<file path="src/rtl/seq_repeat_checker_sat_counter.sv">
// Saturating event counter: counts inc cycles, holds at all-ones.
module sat_counter #(
    parameter int WIDTH = 8
) (
    input  logic             clk,
    input  logic             rst_n,
    input  logic             inc,
    output logic [WIDTH-1:0] value
);

    logic [WIDTH-1:0] r_value;

    // Increment on request until the counter reaches its maximum, then hold.
    always_ff @(posedge clk or negedge rst_n) begin
        if (!rst_n) begin
            r_value <= '0;
        end else if (inc && (r_value != {WIDTH{1'b1}})) begin
            r_value <= r_value + 1'b1;
        end
    end

    assign value = r_value;

endmodule

</file>
<file path="config.mk">
export PLATFORM = sky130hd
export DESIGN_NAME = sat_counter
export DESIGN_NICKNAME = d
export VERILOG_FILES = /design/src/rtl/seq_repeat_checker_sat_counter.sv
export SDC_FILE = /design/constraint.sdc
export NUM_CORES = 1
export LEC_CHECK = 0
export CAP_MARGIN = 20
export CORE_AREA = 2 2 39 41
export DETAILED_ROUTE_END_ITERATION = 8
export DIE_AREA = 0 0 41 43
export GPL_TIMING_DRIVEN = 0
export HOLD_SLACK_MARGIN = 0.05
export PLACE_DENSITY_LB_ADDON = 0.3
export SYNTH_ARGS = -nofsm -noshare
export SYNTH_HDL_FRONTEND = slang
export SYNTH_SLANG_ARGS = --single-unit
</file>
<file path="constraint.sdc">
create_clock -name clk -period 1.5 [get_ports clk]
set_clock_uncertainty 0.05 [all_clocks]
set_input_delay 0.15 -clock clk [delete_from_list [all_inputs] [get_ports clk]]
set_output_delay 0.15 -clock clk [all_outputs]
set_load 0.02 [all_outputs]
</file>
==> results.json <==
{
  "routed_wl_um": 850,
  "drcViolationCount": 0,
  "p_per_area_mw_per_mm2": 1960,
  "root_buffer": "clkbuf_4",
  "met1_length_um": 348,
  "crit_chain": "clkdlybuf4s50_1",
  "area_growth_pct": 42.9,
  "nNetsFinal": 55,
  "synthCells": 34,
  "worst_path_largest_cell_delay_ns": 0.62,
  "grt_pass1_wl_mm": 1.47,
  "hold_violations": 0,
  "r2r_cells": 4,
  "dp_hpwl_um": 571,
  "cp.depth": 1,
  "syn_nets": 38,
  "ys_types": 23,
  "ant_nets": 0,
  "largest_register_ffs": 8,
  "grt_max_degree": 9,
  "ir_drop_mv": 0.894,
  "dr_wl_met3_um": 53,
  "holdCritPathClass": "in -> async",
  "start_util_pct": 29.5,
  "slew_violations": 0,
  "crit_buf_inv": 1,
  "clock-sinks": 8,
  "ios": 11,
  "htreeDepth": 1,
  "ys_seq_area_share_pct": 49.1,
  "endpoint_kind": "output port",
  "min_period_ns": 1.47,
  "synth_seq_cells": 8,
  "fmax_ghz": 0.680,
  "ys_warn_count": 0,
  "critPathMaxFanout": 4,
  "place_congestion": 0.716,
  "die_x_um": 41,
  "grt_pass1_vias": 331,
  "n_antenna_cell": 0,
  "fp.dieH_um": 43,
  "grt_usage_pct": 12.4,
  "cellLeakagePower_nw": 0.261,
  "route.met2.wl_um": 444,
  "syn_area_um2": 408,
  "setup_violations": 0,
  "rsz0062_at_grt": "true",
  "status": "complete, no violations",
  "critical_path.top_delay_family": "buffers and inverters",
  "worst_pin_slew_ns": 0.371,
  "syn_avg_cell_area_um2": 12.0,
  "final_cell_mix": "6 x dfrtp_1, 5 x dlygate4sd2_1, 3 x clkbuf_4, 3 x clkdlybuf4s50_1",
  "fill_cells": 147,
  "total_power_w": 0.00114,
  "dr.pass1.iters": 2,
  "clkTransAtPathRegs_ns": 0.06,
  "rrSetupSlack_ns": 0.10,
  "cts_tree": "done",
  "clock_latency_ns": 0.25,
  "cp_slowest_cell": "clkdlybuf4s50_1",
  "worstPathArrival_ns": 1.27,
  "vias_per_cell": 5.12,
  "relSlewSlack_pct": 75.2,
  "drtIter0Drc": 1,
  "rows": 14,
  "dieArea_mm2": 0.00176,
  "cap_violations": 0,
  "wl_per_cell_um": 12.9,
  "cts_buffers": 3,
  "crit_path_start_kind": "flop",
  "clock_path_buffers": 2,
  "crit_required_ns": 1.30,
  "highest_layer": "met4",
  "period_share_pct": 98.1,
  "path_class": "reg -> out",
  "layout_commonest_cell": "dfrtp_1",
  "vias": 338,
  "io_buffers": 10,
  "cts_hold_buf": 0,
  "drive_gt1_share_pct": 28.0,
  "antenna_found_initial": 0,
  "timing.hold.ws_ns": 0.128,
  "core-area_mm2": 0.00138,
  "overflow": 0
}
-- path summary, 6_finish.rpt --
path	endpoint	start
worst max-delay path	value[1]	value[1]
worst min-delay path	value[2]	rst_n
worst max register to register	value[1]	value[0]
worst min register to register	value[0]	value[0]
max in group asynchronous	value[0]	rst_n
min in group clk	value[0]	value[0]
-- Yosys cell counts --
library cell / number / area share [%]
a21boi_0: 1 / 1.8
a21oi_1: 2 / 2.5
a311oi_2: 1 / 3.7
a31oi_1: 2 / 3.1
a41oi_1: 2 / 4.3
and3_4: 1 / 2.8
and4_4: 1 / 2.8
dfrtp_1: 8 / 49
ha_1: 1 / 3.1
inv_1: 1 / 0.92
mux2_1: 1 / 2.8
mux2_4: 1 / 3.7
nand2_1: 1 / 0.92
nand3_1: 2 / 2.5
nand3_2: 1 / 2.5
nand4_1: 1 / 1.5
nor2_1: 1 / 0.92
nor3_1: 1 / 1.2
o211ai_1: 1 / 1.8
o21a_1: 1 / 1.8
o21ai_2: 1 / 2.1
xnor2_1: 1 / 2.1
xor2_1: 1 / 2.1
-- stage by stage --
stage          utilization, %  cells  setup TNS [ns]  setup slack [ns]  instance area (µm²)
2_1_floorplan               -     34               0           0.00172                  410
4_1_cts                  41.0     66               0            0.0133                  568
6_report                 42.1     66               0            0.0288                  583
3_3_place_gp             38.3     60         -0.0941           -0.0548                  531
5_1_grt                  42.1     66         -0.0140           -0.0140                  583
3_5_place_dp             38.3     60         -0.0860           -0.0625                  531
-- power by group --
group          internal (W)  total, W  switching [W]
logic              0.000258  0.000513       0.000255
registers          0.000312  0.000457       0.000145
clock network      0.000102  0.000174      0.0000723
-- cell type report --
type / instances / area [µm²] / area share (%)
Multi-Input combinational cell: 25 / 216 / 37.1
Clock buffer: 4 / 26.3 / 4.51
Tap cell: 16 / 20.0 / 3.43
Timing Repair Buffer: 12 / 114 / 19.5
Inverter: 1 / 3.75 / 0.644
Sequential cell: 8 / 203 / 34.8
-- cells by family after synthesis --
family	count (synthesis)	synth area share [%]
AND/OR/NAND/NOR	9	15.0
XOR/XNOR	2	4.30
buffers and inverters	1	0.919
AO/OA/AOI/OAI	11	21.2
multiplexers	2	6.44
flip-flops	8	49.1
adder cells (fa/ha/maj)	1	3.07
-- what timing repair did --
action | CTS | global route
buffers inserted | 2 | 0
resized for setup | 6 | 3
endpoints found under the hold margin | 0 | 0
setup endpoints to repair | 6 | 3
pin swaps | 1 | 1
-- per-layer routing --
metal	vias to the layer above	track usage, %
li1	165	-
met1	163	15.5
met2	8	17.2
met4	0	4.00
met5	-	0
met3	2	7.85
(Power assumes the default switching activity.)
